File: config.mk
export PLATFORM = sky130hd
export DESIGN_NAME = column_readout_ctrl_flat
export DESIGN_NICKNAME = d
export VERILOG_FILES = /design/src/rtl/column_readout_ctrl_if.sv /design/src/rtl/column_readout_ctrl.sv /design/src/flat_wrapper.sv
export SDC_FILE = /design/constraint.sdc
export NUM_CORES = 1
export LEC_CHECK = 0
export ABC_AREA = 1
export BUFFER_PORTS_ARGS = -buffer_cell sky130_fd_sc_hd__buf_4
export CAP_MARGIN = 20
export CORE_MARGIN = 2
export CORE_UTILIZATION = 54
export CTS_BUF_LIST = sky130_fd_sc_hd__clkbuf_4
export CTS_CLUSTER_SIZE = 20
export DETAILED_ROUTE_END_ITERATION = 12
export GPL_TIMING_DRIVEN = 0
export MAX_ROUTING_LAYER = met4
export PLACE_DENSITY = 0.93
export SLEW_MARGIN = 20
export SYNTH_ARGS = -nofsm -noshare
export SYNTH_HDL_FRONTEND = slang
export SYNTH_SLANG_ARGS = --single-unit
File: constraint.sdc
create_clock -name clk -period 6 [get_ports clk]
set_clock_uncertainty 0.2 [all_clocks]
set_input_delay 0.6 -clock clk [delete_from_list [all_inputs] [get_ports clk]]
set_output_delay 0.6 -clock clk [all_outputs]
set_load 0.1 [all_outputs]
File: src/rtl/column_readout_ctrl_if.sv
// ---------------------------------------------------------------------------
// column_readout_ctrl_if
// Framed-word stream from the column readout controller toward the column
// FIFO. A word moves on any clk edge where outValid and outReady are both 1.
//
//   outData   [DATAWIDTH-1:0]  framed word (header / hit data / trailer)
//   outType   [1:0]            01 header, 10 data, 11 trailer
//   outValid                   outData/outType are valid
//   outReady                   downstream accepts the current word
//
// master: the controller (drives data/type/valid, samples ready)
// slave : the FIFO side   (samples data/type/valid, drives ready)
// ---------------------------------------------------------------------------
interface column_readout_ctrl_if #(
  parameter int DATAWIDTH = 46
);
  logic [DATAWIDTH-1:0] outData;
  logic [1:0]           outType;
  logic                 outValid;
  logic                 outReady;

  modport master (
    output outData,
    output outType,
    output outValid,
    input  outReady
  );

  modport slave (
    input  outData,
    input  outType,
    input  outValid,
    output outReady
  );
endinterface

File: src/rtl/column_readout_ctrl.sv
// ---------------------------------------------------------------------------
// column_readout_ctrl
// Bottom-of-column controller for the SWCell pixel chain. Builds the
// broadcast word sent up the chain, keeps the L1-buffer write/read pointers,
// accepts or drops triggers, and reads each triggered event out of the chain
// as a header / data... / trailer sequence on the framed output stream.
//
// Ports
//   clk         40 MHz clock
//   reset       synchronous, active-low reset
//   enable      allows new event readouts to start
//   L1AIn       trigger pulse from global readout
//   dnBCST      {preLoad, CBwrAddr[8:0], L1wrAddr, L1rdAddr, load, L1A, pixReset}
//   chainHits   {trigHit[3:0], unreadHit} from the first SWCell
//   chainData   data word from the first SWCell
//   chainRead   read pulse to the first SWCell
//   out         framed output stream (column_readout_ctrl_if master)
//   busy        readout FSM is not idle
//   l1Full      L1 occupancy is at its maximum (2^L1ADDRWIDTH-1)
//   droppedL1A  saturating count of triggers rejected while full
//
// BCSTWIDTH must equal 1 + 9 + 2*L1ADDRWIDTH + 3.
//
// Readout FSM
//   state    | meaning
//   ---------+---------------------------------------------------------
//   IDLE     | waiting for enable and a non-empty L1 buffer
//   PRELOAD  | preLoad broadcast for one cycle
//   LOAD     | load broadcast with L1rdAddr = event; CBwrAddr snapshot
//   SETTLE   | two cycles for the chain to propagate the loaded event
//   HEADER   | header word {L1rdAddr, CB snapshot} offered downstream
//   SAMPLE   | inspect unreadHit: offer data, start flush, or finish
//   READ     | one idle cycle after a chainRead so the chain can update
//   FLUSH    | hit limit reached: drain remaining hits, no output
//   TRAILER  | trailer word {truncated, hitCount} offered downstream
// ---------------------------------------------------------------------------
module column_readout_ctrl #(
  parameter int L1ADDRWIDTH = 7,
  parameter int BCSTWIDTH   = 27,
  parameter int DATAWIDTH   = 46,
  parameter int MAXHITS     = 16
) (
  input  logic                   clk,
  input  logic                   reset,
  input  logic                   enable,
  input  logic                   L1AIn,
  output logic [BCSTWIDTH-1:0]   dnBCST,
  input  logic [4:0]             chainHits,
  input  logic [DATAWIDTH-1:0]   chainData,
  output logic                   chainRead,
  column_readout_ctrl_if.master  out,
  output logic                   busy,
  output logic                   l1Full,
  output logic [7:0]             droppedL1A
);

  typedef enum logic [3:0] {
    ST_IDLE,
    ST_PRELOAD,
    ST_LOAD,
    ST_SETTLE,
    ST_HEADER,
    ST_SAMPLE,
    ST_READ,
    ST_FLUSH,
    ST_TRAILER
  } state_t;

  localparam logic [L1ADDRWIDTH-1:0] OCC_MAX       = '1;
  localparam logic [1:0]             SETTLE_CYCLES = 2'd2;
  localparam logic [4:0]             HIT_LIMIT     = 5'(MAXHITS);
  localparam logic [1:0]             TYPE_HEADER   = 2'b01;
  localparam logic [1:0]             TYPE_DATA     = 2'b10;
  localparam logic [1:0]             TYPE_TRAILER  = 2'b11;

  state_t                  state, state_nxt;

  logic [L1ADDRWIDTH-1:0]  wr_ptr, rd_ptr;
  logic [L1ADDRWIDTH-1:0]  occupancy, occ_pending;
  logic [8:0]              cb_wr_addr, cb_snap;
  logic                    l1a_bcst;
  logic                    accept_ok;
  logic                    pix_reset, pix_hold;
  logic [4:0]              hit_count;
  logic                    truncated;
  logic [1:0]              settle_cnt;
  logic                    flush_phase;
  logic                    unread;

  logic                    preload;
  logic                    load;
  logic                    hit_inc;
  logic                    evt_clr;
  logic                    trunc_set;
  logic                    snap_en;
  logic                    settle_load;
  logic                    out_valid;
  logic [1:0]              out_type;
  logic [DATAWIDTH-1:0]    out_data;

  // Only the unread-hit flag steers readout; per-trigger hit flags are
  // carried on the chain for other consumers.
  logic                    unused_trig_hits;
  assign unused_trig_hits = ^chainHits[4:1];

  assign unread    = chainHits[0];
  assign occupancy = wr_ptr - rd_ptr;
  assign l1Full    = (occupancy == OCC_MAX);

  // wr_ptr advances one cycle after the broadcast, so a trigger accepted in
  // the previous cycle is still counted here; otherwise a back-to-back
  // trigger burst could push occupancy past its maximum.
  assign occ_pending = occupancy + L1ADDRWIDTH'(l1a_bcst);
  assign accept_ok   = (occ_pending != OCC_MAX);

  assign busy = (state != ST_IDLE);

  assign dnBCST = {preload, cb_wr_addr, wr_ptr, rd_ptr, load, l1a_bcst, pix_reset};

  assign out.outValid = out_valid;
  assign out.outType  = out_type;
  assign out.outData  = out_data;

  always_ff @(posedge clk) begin
    if (!reset) begin
      state       <= ST_IDLE;
      wr_ptr      <= '0;
      rd_ptr      <= '0;
      cb_wr_addr  <= '0;
      cb_snap     <= '0;
      l1a_bcst    <= 1'b0;
      droppedL1A  <= '0;
      pix_reset   <= 1'b1;
      pix_hold    <= 1'b1;
      hit_count   <= '0;
      truncated   <= 1'b0;
      settle_cnt  <= '0;
      flush_phase <= 1'b0;
    end else begin
      state      <= state_nxt;
      cb_wr_addr <= cb_wr_addr + 9'd1;

      // pix_hold stretches pixReset through the first cycle after release.
      pix_hold  <= 1'b0;
      pix_reset <= pix_hold;

      l1a_bcst <= L1AIn && accept_ok;
      if (L1AIn && !accept_ok && (droppedL1A != 8'hFF)) begin
        droppedL1A <= droppedL1A + 8'd1;
      end
      if (l1a_bcst) begin
        wr_ptr <= wr_ptr + L1ADDRWIDTH'(1);
      end

      if (evt_clr) begin
        rd_ptr <= rd_ptr + L1ADDRWIDTH'(1);
      end

      if (snap_en) begin
        cb_snap <= cb_wr_addr;
      end

      if (evt_clr) begin
        hit_count <= '0;
      end else if (hit_inc) begin
        hit_count <= hit_count + 5'd1;
      end

      if (evt_clr) begin
        truncated <= 1'b0;
      end else if (trunc_set) begin
        truncated <= 1'b1;
      end

      if (settle_load) begin
        settle_cnt <= SETTLE_CYCLES - 2'd1;
      end else if (settle_cnt != 2'd0) begin
        settle_cnt <= settle_cnt - 2'd1;
      end

      // Flush reads go out on every other cycle, starting with the first
      // FLUSH cycle, so the chain gets a cycle to shift between reads.
      flush_phase <= (state == ST_FLUSH) ? ~flush_phase : 1'b0;
    end
  end

  always_comb begin
    state_nxt   = state;
    preload     = 1'b0;
    load        = 1'b0;
    chainRead   = 1'b0;
    hit_inc     = 1'b0;
    evt_clr     = 1'b0;
    trunc_set   = 1'b0;
    snap_en     = 1'b0;
    settle_load = 1'b0;
    out_valid   = 1'b0;
    out_type    = 2'b00;
    out_data    = '0;

    case (state)
      ST_IDLE: begin
        if (enable && (occupancy != '0)) begin
          state_nxt = ST_PRELOAD;
        end
      end

      ST_PRELOAD: begin
        preload   = 1'b1;
        state_nxt = ST_LOAD;
      end

      ST_LOAD: begin
        load        = 1'b1;
        snap_en     = 1'b1;
        settle_load = 1'b1;
        state_nxt   = ST_SETTLE;
      end

      ST_SETTLE: begin
        if (settle_cnt == 2'd0) begin
          state_nxt = ST_HEADER;
        end
      end

      ST_HEADER: begin
        out_valid                   = 1'b1;
        out_type                    = TYPE_HEADER;
        out_data[L1ADDRWIDTH+8:0]   = {rd_ptr, cb_snap};
        if (out.outReady) begin
          state_nxt = ST_SAMPLE;
        end
      end

      ST_SAMPLE: begin
        if (!unread) begin
          state_nxt = ST_TRAILER;
        end else if (hit_count == HIT_LIMIT) begin
          trunc_set = 1'b1;
          state_nxt = ST_FLUSH;
        end else begin
          out_valid = 1'b1;
          out_type  = TYPE_DATA;
          out_data  = chainData;
          // The chain only advances on chainRead, so chainData holds while
          // the word is stalled downstream.
          if (out.outReady) begin
            hit_inc   = 1'b1;
            chainRead = 1'b1;
            state_nxt = ST_READ;
          end
        end
      end

      ST_READ: begin
        state_nxt = ST_SAMPLE;
      end

      ST_FLUSH: begin
        if (!unread) begin
          state_nxt = ST_TRAILER;
        end else begin
          chainRead = !flush_phase;
        end
      end

      ST_TRAILER: begin
        out_valid     = 1'b1;
        out_type      = TYPE_TRAILER;
        out_data[5:0] = {truncated, hit_count};
        if (out.outReady) begin
          evt_clr   = 1'b1;
          state_nxt = ST_IDLE;
        end
      end

      default: begin
        state_nxt = ST_IDLE;
      end
    endcase
  end

endmodule

File: src/flat_wrapper.sv
// flat-port wrapper written by rule: the top's interface ports become plain ports
module column_readout_ctrl_flat 
#(
  parameter int L1ADDRWIDTH = 7,
  parameter int BCSTWIDTH   = 27,
  parameter int DATAWIDTH   = 46,
  parameter int MAXHITS     = 16
)
  (clk, reset, enable, L1AIn, dnBCST, chainHits, chainData, chainRead, busy, l1Full, droppedL1A, out_outData, out_outType, out_outValid, out_outReady);
  column_readout_ctrl_if #(.DATAWIDTH(DATAWIDTH)) out_i ();
  input  logic clk;
  input  logic reset;
  input  logic enable;
  input  logic L1AIn;
  output logic [BCSTWIDTH-1:0] dnBCST;
  input  logic [4:0] chainHits;
  input  logic [DATAWIDTH-1:0] chainData;
  output logic chainRead;
  output logic busy;
  output logic l1Full;
  output logic [7:0] droppedL1A;
  output wire logic [$bits(out_i.outData)-1:0] out_outData;
  output wire logic [$bits(out_i.outType)-1:0] out_outType;
  output wire logic [$bits(out_i.outValid)-1:0] out_outValid;
  input wire logic [$bits(out_i.outReady)-1:0] out_outReady;
  assign out_outData = out_i.outData;
  assign out_outType = out_i.outType;
  assign out_outValid = out_i.outValid;
  assign out_i.outReady = out_outReady;
  column_readout_ctrl #(.L1ADDRWIDTH(L1ADDRWIDTH), .BCSTWIDTH(BCSTWIDTH), .DATAWIDTH(DATAWIDTH), .MAXHITS(MAXHITS)) u_core (.clk(clk), .reset(reset), .enable(enable), .L1AIn(L1AIn), .dnBCST(dnBCST), .chainHits(chainHits), .chainData(chainData), .chainRead(chainRead), .out(out_i), .busy(busy), .l1Full(l1Full), .droppedL1A(droppedL1A));
endmodule
* Word level (Yosys, flattened, before mapping)
Index checks and enable logic that the tools add are counted.
** Storage, ports and cells
- Bits in registers :: 56
- Output and inout bits :: 87
- Word-level logic and storage cells :: 94
** Operators by class
- Add/sub/neg operators :: 8
- Eq/ne operators :: 18
- Mux-type cells :: 35
- Bitwise operators :: 2
- Reduce and logical (&&, ||, !) cells :: 17
** Operators with widths (number)
- two-way mux 46 bit :: 2
- one-hot mux 4 bit (9 select lines) :: 1
- two-way mux 4 bit :: 8
- two-way mux 30 bit :: 1
- one-hot mux 10 bit (2 select lines) :: 1
- one-hot mux 6 bit (3 select lines) :: 1
- equality test 4 x 3 -> 1 bit, second input constant :: 4
- two-way mux 1 bit :: 16
- adder 7 x 1 -> 7 bit, second input constant :: 2
- adder 9 x 1 -> 9 bit, second input constant :: 1
- adder 8 x 1 -> 8 bit, second input constant :: 1
- equality test 4 x 2 -> 1 bit, second input constant :: 2
- inequality test 8 bit, second input constant :: 1
- adder 7 x 1 -> 7 bit :: 1
- equality test 7 bit, second input constant :: 1
- inequality test 7 bit, second input constant :: 1
- nonzero test 7 bit :: 1
- subtractor 7 bit :: 1
- inequality test 2 bit, second input constant :: 3
- one-hot mux 2 bit (3 select lines) :: 1
- AND reduction 6 bit :: 1
- OR reduction 2 bit :: 3
- adder 5 x 1 -> 5 bit, second input constant :: 1
- equality test 5 bit, second input constant :: 1
- 15 further kinds :: 24

* Logic depth before layout (Yosys ltp)
Gate-level depths: netlist (run 1).
- Depth after elaboration :: 6
- Depth in mapped cells :: 17
- Mapped depth without buffers :: 17

* Least setup slack after synthesis (run 1)
Ideal clock, no wire load.
- Path type :: reg-to-output
- From :: register u_core.rd_ptr[1]
- To :: output port l1Full
- Arrival time :: 3.523 ns
- Required time :: 5.200 ns
- Setup slack :: 1.677 ns
- Stages on the path, launching flop included :: 10
- Buffers on the path :: 0
- Path through :: dfxtp_1 inv_1 fa_1 nand3_1 nand2_1 nand2_1 nand2_2 nor2_2 nand4_1 nor2_1
** On the way
- Word-level cells in the longest chain between the ends :: 2
** RTL lines
- start: declaration :: RTL line column_readout_ctrl.sv:78 : logic [L1ADDRWIDTH-1:0] wr_ptr, rd_ptr;
- start signal: assignment :: RTL line column_readout_ctrl.sv:156 : rd_ptr <= rd_ptr + L1ADDRWIDTH'(1);
- subtractor 7 bit :: RTL line column_readout_ctrl.sv:107 : assign occupancy = wr_ptr - rd_ptr;
- equality test 7 bit :: RTL line column_readout_ctrl.sv:108 : assign l1Full = (occupancy == OCC_MAX);
- end: declaration :: RTL line flat_wrapper.sv:20 : output logic l1Full;
No other way between the ends.

* Worst setup path after layout (run 1)
- From :: register u_core.rd_ptr[0]
- To :: output port l1Full
Same word-level chain as after synthesis.

==> results by stage, run 1 <==
Detailed routing:
- In the routed design, unresolved DRC markers number 0.
- In the final routed layout, each cell accounts on average for 13.7 um.
- After detailed routing, the number of vias per cell comes to 5.35.
- The total wire length is 10,100 um.
- The number of DRC violations after detailed-routing iteration 0 is 272.
- The total via count after detailed routing is 3,945.
- The antenna violation net count after detailed routing is 0.
- The number of iterations in the first detailed-routing pass is 6.

Min path:
- Counting instances, the worst hold path has a depth of 1.
- The sink of the worst hold path is u_core.pix_reset.
- The worst hold path begins at u_core.pix_hold.
- The type of the most critical hold path is reg2reg.

Clocking:
- The clock root buffer master is clkbuf_4.
- The number of setup buffers added after CTS is 0.
- The later pin in the worst-skew pair is clocked with a latency of 390 ps.
- Clock tree synthesis inserted a total of 5 buffers.
- The number of sinks on the clock net is 56.
- In this run the number of H-tree levels came out at 2.
- The TritonCTS clock tree is done.
- The number of gates resized after cts is 0.
- The clock-pin transition on the worst setup and hold timing paths is 170 ps.
- The clock tree buffer depth is 2.
- After clock tree synthesis, the flow added hold-fix buffers numbering 0.

Logic synthesis:
- Of the synthesized area, sequential elements account for 0.318.
- For this run, asynchronously set or reset flops after synthesis account for 0.
- The distinct cell type count of the synthesized netlist is 43.
- The mapped netlist covers 3530 sq um.
- The synthesized-area fraction occupied by ao, oa, aoi and oai cells came to 0.147.
- The net count after synthesis is 586.
- In this run, synthesis produced a sequential element count of 56.
- Of the total synthesized cell area, the portion taken by XOR and XNOR cells is 0.0223.
- The area share of fa/ha/maj cells after synthesis is 0.0588.
- The simple logic cell fraction of the synthesized area is 0.325.
- The portion of netlist area occupied by mux cells is 0.
- The yosys synthesis warning count is 0.
- The number of enable flip-flop cells after synthesis is 0.
- The synthesized instance count is 514.
- Dividing the synthesized area by the synthesized cell count gives 6.87 sq um.
- The most used flip-flop cell after synthesis is dfxtp_1.
- The dominant combinational cell family by area after synthesis is simple AND/OR/NAND/NOR gates.

GRT:
- The maximum number of pins on one net before global-route repair is 20.
- In the global route stage, overall resource usage came out at 0.281.
- Summed over all layers, the global routing overflow is 0.
- The met3 routing resource usage after global routing is 0.0447.
- The number of global-route vias before repair is 3,658.
- For met2 alone, demand over resource in global routing was 0.510.
- The number of antenna violations at the first check in global routing is 0.
- The met1 layer usage reported by global route is 0.313.
- After global routing, the most crowded layer is met2.
- The first-pass GRT wire length is 16,300 um.

Final layout:
- Leaving out fill and tap cells, the most frequent cell in the layout is buf_4.
- Leaving out fill and tap cells, the most frequent cells in the layout are buf_4, inv_1, nor2_1.
- The share of final-layout standard cells stronger than drive strength 1 is 0.288.
- Once layout is done, the placed cells without fillers occupy 4750 sq um.
- The final layout contains 731 nets.
- The final cell utilization of the core is 0.748.
- From synthesis to final layout, the design area changed by 34.6%.
- The number of antenna diodes in the final layout is 0.

Place:
- The placed instances occupy a cell area of 4660 sq um.
- Once detailed placement completed, the half-perimeter wirelength came to 8170 um.
- In this run the tool buffered the top-level ports with 138 buffer cells.
- The final weighted congestion in routability-driven placement is 0.921.

Timing:
- After routing, the total negative slack on setup checks comes to 0 ps.
- The worst hold-check slack is 248 ps.
- The highest achievable clock rate is 295 MHz.
- Of the available clock period, the critical path in the final layout requires 0.565.
- Setup repair after global routing left no endpoint under its margin.
- At the pin with the least slew margin, the transition time is 579 ps.
- The shortest clock period the worst path allows after layout is 3390 ps.
- Headroom to the max-slew limit came out at 0.614.
- The hold violation count in the final report is 0.
- The number of max-slew violations in the final report was 0.
- The number of setup violations in the final report is 0.

Critical path:
- In this run the worst path has a maximum fanout of 4.
- The critical path launch point type is a register.
- The reg-to-reg critical path endpoint is u_core.droppedL1A[2].
- Data on the critical path arrives at its endpoint at 2590 ps.
- Across all register-to-register paths, the minimum setup slack is 3190 ps.
- The worst register-to-register path has a depth of 14.
- STA classifies the critical path endpoint as an output pin.
- By startpoint and endpoint, the worst setup path is classified as reg2out.
- Data on the critical path is required at its endpoint by 5200 ps.
- The worst reg2reg path startpoint is u_core.wr_ptr[0].

Floorplan:
- The placeable core area is 6350 sq um.
- The die width is 84.9 um.
- The height of the chip is 84.9 um.
- The die covers 7200 sq um.
- In this run the count of I/O pins placed on the die edge is 143.
- The effective utilization at floorplan is 0.556.
- The number of core rows is 29.

Job:
- The tool flagged a number of max-cap violations equal to 0.

Power and ir drop:
- In this run the power density over the cells is 209 nW/um^2.
- The worst IR drop on VDD is 0.177 mV.
- Summed over all cells, the static leakage comes to 2.44 nW.
- The completed layout was analyzed and its total power is 0.991 mW.

Status:
- The run finished with clean final reports.
power by group:
group	total (mW)	switching [mW]	internal, mW
Combinational	0.346	0.245	0.102
Sequential	0.426	0.0241	0.402
Clock	0.219	0.127	0.0923
Total	0.991	0.396	0.596
flip-flops by register name, indices dropped and copies added, names as in the netlist:
name and cells:
u_core.settle_cnt 2, u_core.cb_wr_addr 9, u_core.pix_reset 1, u_core.truncated 1, u_core.droppedL1A 8, u_core.state 4, u_core.wr_ptr 7, u_core.pix_hold 1
u_core.hit_count 5, u_core.l1a_bcst 1, u_core.flush_phase 1, u_core.rd_ptr 7, u_core.cb_snap 9
layout make-up:
| cell class | count | area [sq um] |
|---|---|---|
| flip-flops and latches | 56 | 1120 |
| clock buffers | 5 | 37.5 |
| well taps | 77 | 96.3 |
| multi-input cells | 344 | 1950 |
| repair buffers | 138 | 1040 |
| clock inverters | 3 | 50.0 |
| inverters | 96 | 363 |
| plain buffers | 18 | 92.6 |
| fillers | 519 | 1600 |
routing by layer:
metal  part of all wire  routed length, um
met2               0.51               5140
met5                  0                  0
met3              0.077                777
met4              0.027                274
met1               0.39               3900
logic make-up (layout without fill, tap and decap cells):
group	Yosys count	count (layout)
XOR/XNOR	9	9
AND/OR/NAND/NOR	228	228
buffers and inverters	114	260
flip-flops	56	56
AO/OA/AOI/OAI	91	91
adder cells (fa/ha/maj)	16	16
worst max path at each step:
stage                  end  slack (ps)             start
detailed placement  l1Full        3080  u_core.rd_ptr[0]
CTS                 l1Full        2630  u_core.rd_ptr[0]
global placement    l1Full        3110  u_core.rd_ptr[0]
floorplan           l1Full        1680  u_core.rd_ptr[1]
finish              l1Full        2610  u_core.rd_ptr[0]
global route        l1Full        2440  u_core.rd_ptr[0]
cells in the mapped netlist (2+ instances only):
library cell,number,area [sq um]
a21oi_1,39,195
nand3_1,39,195
nand4_1,7,43.8
a21oi_2,4,35.0
nand3_2,5,50.1
nor3_1,14,70.1
xnor2_1,2,17.5
buf_4,4,30.0
buf_2,2,10.0
nor2_1,68,255
clkbuf_1,10,37.5
o21ai_0,32,160
xor2_1,7,61.3
nor3b_1,4,30.0
inv_2,5,18.8
o211ai_1,6,45.0
nand2_4,5,56.3
nand2_1,67,251
nor3_4,2,32.5
ha_1,15,188
nor2_2,2,12.5
dfxtp_1,56,1120
o21a_1,2,15.0
nor2_8,2,40.0
inv_1,90,338
a32o_1,3,30.0
nand2_2,5,31.3
nor2_4,2,22.5
worst max-delay path: stages, from the launching register on:
cell and delay (ps):
dfxtp_1 480, ha_1 180, inv_1 70, fa_1 450, nand3_1 120, nand2_1 60
nand2_1 100, nand2_2 80, nor2_2 150, nand4_1 100, nor2_1 110, buf_4 300
per-stage QoR:
stage	std cells	setup slack (ps)
6_report	737	2610
5_1_grt	737	2440
4_1_cts	737	2630
3_5_place_dp	729	3080
3_3_place_gp	729	3110
2_1_floorplan	514	1680
Note: power is estimated with default switching activity, not from simulation.
==> run 2, diff against run 1 <==
--- a/config.mk
+++ b/config.mk
@@ -9,13 +9,13 @@
 export BUFFER_PORTS_ARGS = -buffer_cell sky130_fd_sc_hd__buf_4
 export CAP_MARGIN = 20
 export CORE_MARGIN = 2
-export CORE_UTILIZATION = 54
+export CORE_UTILIZATION = 50
 export CTS_BUF_LIST = sky130_fd_sc_hd__clkbuf_4
 export CTS_CLUSTER_SIZE = 20
 export DETAILED_ROUTE_END_ITERATION = 12
 export GPL_TIMING_DRIVEN = 0
 export MAX_ROUTING_LAYER = met4
-export PLACE_DENSITY = 0.93
+export PLACE_DENSITY = 0.87
 export SLEW_MARGIN = 20
 export SYNTH_ARGS = -nofsm -noshare
 export SYNTH_HDL_FRONTEND = slang
==> constraint.sdc (replaced) <==
create_clock -name clk -period 3.3 [get_ports clk]
set_clock_uncertainty 0.2 [all_clocks]
set_input_delay 0.33 -clock clk [delete_from_list [all_inputs] [get_ports clk]]
set_output_delay 0.33 -clock clk [all_outputs]
set_load 0.1 [all_outputs]
==> run 2 against run 1 <==
Net effect: register-to-register slack lost 2700 ps; sequential power grew 82%; critical endpoint unchanged; sequential cell count is the same.
==> results by stage, run 2 (synthesis results as in run 1) <==
Detailed routing:
- After detailed routing, the number of vias per cell comes to 5.17.
- After detailed routing, the average wire length per cell comes to 13.3 um.
- The first TritonRoute pass finished after 6 iterations.
- The total wire length is 10,100 um.
- After the first detailed-routing iteration, the DRC count stood at 254.
- The routed layout has 3,909 vias.
- After detailed routing, the number of remaining DRC violations is 0.
- The antenna violation net count after detailed routing is 0.

Timing:
- The final clock period utilization by the worst path is 0.948.
- The highest achievable clock rate is 320 MHz.
- The number of setup violations in the final report is 0.
- The shortest clock period the worst path allows after layout is 3130 ps.
- Measured against its own limit, the worst slew margin works out to 0.609.
- The number of max-slew violations in the final report is 0.
- The setup slack of the critical path after layout is 173 ps.
- At the pin with the least slew margin, the transition time is 586 ps.
- The hold violation count in the final report was 0.
- Setup repair after global routing left no endpoint under its margin.
- Hold timing on the final database bottoms out at a slack of 13.8 ps.

Final layout:
- The number of nets at the end of the flow is 731.
- The area growth from synthesis to layout is 34.6%.
- Leaving out fill and tap cells, the most frequent cell in the layout is buf_4.
- The top cell types in the final layout, fill and taps aside, are buf_4, inv_1, nor2_1, nand2_1, dfxtp_1.
- The share of final-layout standard cells stronger than drive strength 1 is 0.289.
- 0 antenna diodes ended up in the layout.
- The final cell utilization of the core is 0.696.
- The largest registers in the layout are u_core.cb_snap (9), u_core.cb_wr_addr (9), u_core.droppedL1A (8).

Floorplan:
- The die is 88.0 um wide.
- The floorplan has 30 rows.
- The core region is 6830 sq um.
- For this design the top-level I/O count stands at 143.
- The height of the chip is 88.0 um.
- The die covers 7750 sq um.
- The effective utilization at floorplan is 0.517.

Clocking:
- The number of gates resized after cts is 0.
- The insertion delay of the later-clocked pin in the worst-skew pair is 400 ps.
- Clock-pin slew was measured on the worst setup and hold paths at 180 ps.
- The clock root buffer master is clkbuf_4.
- The number of clock buffers added by TritonCTS is 5.
- The number of levels in the clock H-tree is 2.
- The TritonCTS clock tree is done.
- Once the clock tree was built, the setup fixing pass inserted 0 buffers.
- The number of sinks on the clock net is 56.
- The count of hold buffers inserted by post-cts repair is 0.
- The longest clock path from root to sink contains 2 buffers.

GRT:
- The met1 layer usage reported by global route is 0.287.
- The first global-routing pass estimated 15,300 um of wire.
- The number of global-route vias before repair is 3,430.
- Across every metal layer, demand over resource in global routing totals 0.255.
- Entering global routing, the biggest net connects 20 pins.
- The met3 routing resource usage after global routing is 0.0518.
- For met2 alone, demand over resource in global routing was 0.452.
- The remaining global-route overflow is 0.
- The number of antenna violations at the first check in global routing was 0.
- In this run the most used layer during global routing was met2.

Critical path:
- The launching element of the worst setup path is u_core.rd_ptr[0].
- The worst setup path is launched from a register.
- Across all register-to-register paths, the minimum setup slack is 500 ps.
- The number of cells on the worst reg-to-reg path is 14.
- The largest incremental delay on the critical path is 470 ps.
- By startpoint and endpoint, the worst setup path is classified as reg2out.
- The reg-to-reg critical path endpoint is u_core.droppedL1A[7].
- The highest net fanout along the worst path is 4.
- The termination of the worst setup path is l1Full.
- For the worst setup path, the data required time is 2770 ps.
- The worst path arrival time is 2600 ps.
- The startpoint identified for the worst register-to-register timing path is u_core.wr_ptr[0].
- Walking the worst path, the cells encountered are ha_1, inv_1, fa_1, nand3_1, nand2_1, nand2_1, nand2_2, nor2_2, nand4_1, nor2_2, buf_4.
- STA classifies the critical path endpoint as an output pin.
- The critical-path cell with the highest stage delay is dfxtp_1.

Place:
- The final weighted congestion in routability-driven placement is 0.917.
- Detailed placement ended at an HPWL of 7980 um.
- In this run the tool buffered the top-level ports with 138 buffer cells.
- The placement-stage worst setup slack is 501 ps.

Min path:
- The type of the most critical hold path is in2reg.
- The start point of the worst min-delay path is chainHits[0].
- Along the worst hold path, the cell count comes to 3.

Power and ir drop:
- For this design the ratio of total power to cell area is 365 nW/um^2.
- For this design the static power due to leakage is 2.42 nW.
- The worst IR drop on VDD is 0.331 mV.

Status:
- The run finished with clean final reports.

Job:
- The number of violations of the max-capacitance limit is 0.
[run 2: cell count changes in the layout (fill, tap and decap cells not counted)]
cell	change
o21ai_0	-8
inv_6	+1
clkinvlp_4	+1
bufinv_16	-1
nor2_2	+1
o21ai_1	+8
nor2_1	-1
inv_8	-1
[run 2: report_power, final]
group / leakage, nW / total, mW / internal (mW) / switching (mW)
logic: 1.94 / 0.630 / 0.185 / 0.445
registers: 0.454 / 0.776 / 0.730 / 0.0456
clock network: 0.0322 / 0.329 / 0.0889 / 0.240
total: 2.42 / 1.73 / 1.00 / 0.730
[run 2: per-stage QoR]
step	total power [mW]	cell area (sq um)	std cells	TNS [ps]
after floorplan	1.24	3530	514	-313
after global placement	1.40	4690	748	0
after detailed placement	1.41	4690	748	0
after CTS	1.74	4750	756	0
after global routing	1.82	4750	756	0
final	1.73	4750	756	0
[run 2: worst min path at each step]
stage / to
after floorplan: u_core.flush_phase
after global placement: u_core.pix_reset
after detailed placement: u_core.flush_phase
after CTS: u_core.state[3]
after global routing: u_core.state[3]
final: u_core.state[3]
[run 2: critical path: cells and delay by family, from the launching register on]
family / cells / cell delay, ps
adders and majority gates: 2 / 650
buffers and inverters: 2 / 360
and+or+nand+nor: 7 / 710
DFF: 1 / 470
[run 2: layout make-up]
cell class                      instances  area [sq um]
Clock inverter                          3          25.0
Clock buffer                            5          37.5
Multi-Input combinational cell        344          1960
Inverter                               96           363
Timing Repair Buffer                  138          1040
Buffer                                 18          92.6
Fill cell                             599          2080
Tap cell                               96           120
Sequential cell                        56          1120
[run 2: metal layers]
layer | wire (um) | vias up
met4 | 220 | 0
met3 | 892 | 18
met5 | 0 | -
li1 | - | 1940
met2 | 4970 | 180
met1 | 3990 | 1771
==> run 3, diff against run 2 <==
--- a/config.mk
+++ b/config.mk
@@ -8,6 +8,7 @@
 export ABC_AREA = 1
 export BUFFER_PORTS_ARGS = -buffer_cell sky130_fd_sc_hd__buf_4
 export CAP_MARGIN = 20
+export CORE_ASPECT_RATIO = 0.7
 export CORE_MARGIN = 2
 export CORE_UTILIZATION = 50
 export CTS_BUF_LIST = sky130_fd_sc_hd__clkbuf_4
==> run 3 against run 2 <==
Net effect: clock-buffer cell count is 1 higher; setup slack better by 59 ps; via count down 1.6%; final area hardly changed; critical path depth fell by 2; die area rose by 0.14%; hold slack improved by 41 ps; clock power shrank 3%; first-iteration DRC count decreased by 12%; critical path type unchanged; critical endpoint is now out_outData[2].
==> results by stage, run 3 (synthesis results as in run 1) <==
Status:
- The run finished with clean final reports.

Floorplan:
- The placeable core area is 6790 sq um.
- The die is 104 um wide.
- 143 I/O pins were placed.
- The number of core rows is 25.
- The height of the chip is 74.3 um.
- The initial utilization of the core area, before any placement, comes to 0.520.
- The die covers 7760 sq um.

Min path:
- In this run the worst hold path is classified as in2reg.

Clocking:
- At the later pin of the worst-skew pair, clock insertion delay measures 380 ps.
- The number of levels in the clock H-tree is 2.
- The tree is rooted in a clkbuf_4.
- The TritonCTS clock tree is done.
- The clock-pin transition on the worst setup and hold timing paths is 170 ps.
- The number of sinks on the clock net is 56.
- The number of clock buffers added by TritonCTS is 5.
- Post-CTS repair changed the size of 0 cells.
- The number of setup buffers added after CTS is 0.
- The count of hold buffers inserted by post-cts repair is 0.
- The clock tree buffer depth is 2.

Final layout:
- The number of nets at the end of the flow is 731.
- In the final layout, the registers with the most flip-flops are u_core.cb_snap (9), u_core.cb_wr_addr (9), u_core.droppedL1A (8).
- The number of non-filler instances in the completed layout is 754.
- In the layout the commonest cells are buf_4, inv_1, nor2_1, nand2_1, dfxtp_1.
- The library cell used most frequently in the layout, excluding fill and tap cells, is buf_4.
- The final cell utilization of the core is 0.700.
- The number of antenna diodes in the final layout is 0.
- Compared with the post-synthesis result, the final layout area differs by 34.5%.
- Of the cells placed in the final design, the portion with a size suffix greater than 1 is 0.289.

Place:
- The cell total after placement is 746.
- The final weighted congestion in routability-driven placement is 0.944.
- The HPWL after detailed placement is 7840 um.
- In this run the tool buffered the top-level ports with 138 buffer cells.
- The placement-stage worst setup slack is 542 ps.

Power and ir drop:
- The cell leakage power is 2.42 nW.
- The share of total power dissipated in the clock network is 0.185.
- Of the total power, combinational logic draws 0.363.
- The internal power component is 1.01 mW.
- Of the total power, the share spent switching nets is 0.412.
- In this run the power spent charging and discharging nets is 0.707 mW.
- Of the total power, registers draw 0.452.
- The power per unit of standard cell area is 361 nW/um^2.
- The worst-case IR drop observed on VDD is 0.401 mV.

GRT:
- Entering global routing, the biggest net connects 18 pins.
- The first global-routing pass estimated 15,300 um of wire.
- The number of antenna violations at the first check in global routing came to 0.
- The remaining global-route overflow is 0.
- The global router's overall resource usage is 0.249.
- The number of global-route vias before repair is 3,186.

Detailed routing:
- The number of iterations in the first detailed-routing pass is 5.
- The detailed router finished its first iteration with 224 violations.
- The average vias per placed instance is 5.10.
- The antenna violation net count after detailed routing is 0.
- Dividing the detail-routed wire length by the instance count gives 13.0 um.
- After detailed routing, the number of remaining DRC violations is 0.
- The final layout contains routed wiring with a total length of 9780 um.
- The total via count after detailed routing is 3,846.

Timing:
- Based on the critical path, the design can be clocked at up to 326 MHz.
- The number of max-slew violations in the final report is 0.
- The worst pin sits at a relative slew slack of 0.585.
- The worst hold-check slack is 54.8 ps.
- In the post-route analysis, the smallest setup slack over all paths is 232 ps.
- At the pin with the least slew margin, the transition time is 623 ps.
- The shortest clock period the worst path allows after layout is 3070 ps.
- Setup repair after global routing left no endpoint under its margin.
- The post-route setup TNS is 0 ps.
- The number of setup violations in the final report is 0.
- The hold violation count in the final report is 0.
- Of the available clock period, the critical path in the final layout requires 0.930.

Critical path:
- The highest net fanout along the worst path is 10.
- The number of buffer and inverter stages on the critical path is 4.
- The required time of the critical path is 2770 ps.
- The critical path's most frequent cell is inv_1.
- The largest incremental delay on the critical path is 400 ps.
- The cell family contributing the most delay on the critical path is buffers and inverters.
- The slowest stage of the critical path belongs to the cell dfxtp_1.
- The type of element capturing the critical path is an output pin.
- The critical path class is reg2out.
- Traced cell by cell, the critical path runs through inv_1, ha_1, nand4_1, nand3_2, inv_1, buf_2, nand2_1, o211ai_1, buf_4.
- The worst path arrival time is 2540 ps.
- STA classifies the critical path startpoint as a register.

Job:
- The number of violations of the max-capacitance limit is 0.
## run 3: cell types whose count changed in the layout (fill, tap and decap cells not counted)
cell / previous run / this run
clkinv_4: 0 / 1
clkbuf_4: 5 / 6
inv_6: 2 / 0
## run 3: layout make-up
class | count | area (sq um)
clock inverter | 2 | 16.3
clock buffer | 6 | 45.0
multi-input combinational | 344 | 1960
sequential | 56 | 1120
inverter | 96 | 363
timing repair buffer | 138 | 1040
buffer | 18 | 92.6
tap | 94 | 118
fill | 568 | 2040
## run 3: per-stage QoR
stage	cell area (sq um)	power, mW
finish	4750	1.72
global route	4750	1.80
CTS	4750	1.71
detailed placement	4690	1.41
global placement	4690	1.39
floorplan	3530	1.24
## run 3: power groups by stage
| stage | clock network, mW | registers [mW] | logic, mW |
|---|---|---|---|
| 2_1_floorplan | 0 | 0.813 | 0.431 |
| 3_3_place_gp | 0 | 0.786 | 0.606 |
| 3_5_place_dp | 0 | 0.788 | 0.618 |
| 4_1_cts | 0.318 | 0.774 | 0.621 |
| 5_1_grt | 0.343 | 0.782 | 0.674 |
| 6_report | 0.318 | 0.775 | 0.623 |
## run 3: worst paths after layout
check,cells past startpoint,startpoint,to,slack [ps]
worst max-delay path,9,u_core.hit_count[0],out_outData[2],230
worst min-delay path,3,chainHits[0],u_core.state[3],50
worst max register to register,14,u_core.wr_ptr[0],u_core.droppedL1A[3],510
worst min register to register,1,u_core.pix_hold,u_core.pix_reset,230
## run 3: layer usage
layer,wire length (um),vias up,share of wire,global-route usage
li1,-,1942,-,-
met1,4520,1746,0.46,0.339
met2,4510,150,0.46,0.396
met3,689,8,0.070,0.0447
met4,55,0,0.0056,0.0435
met5,0,-,0,-
## run 3: worst reg2reg max path, stage by stage (launching register included)
cell and delay, ps:
dfxtp_1 450, inv_1 60, ha_1 180, inv_1 100
fa_1 490, ha_1 300, nand2_4 100, nand3_1 80
nor2_2 130, nand2_4 80, nor2_8 130, nand2_4 80
nor2_8 130, nand3_1 80, a21oi_1 130
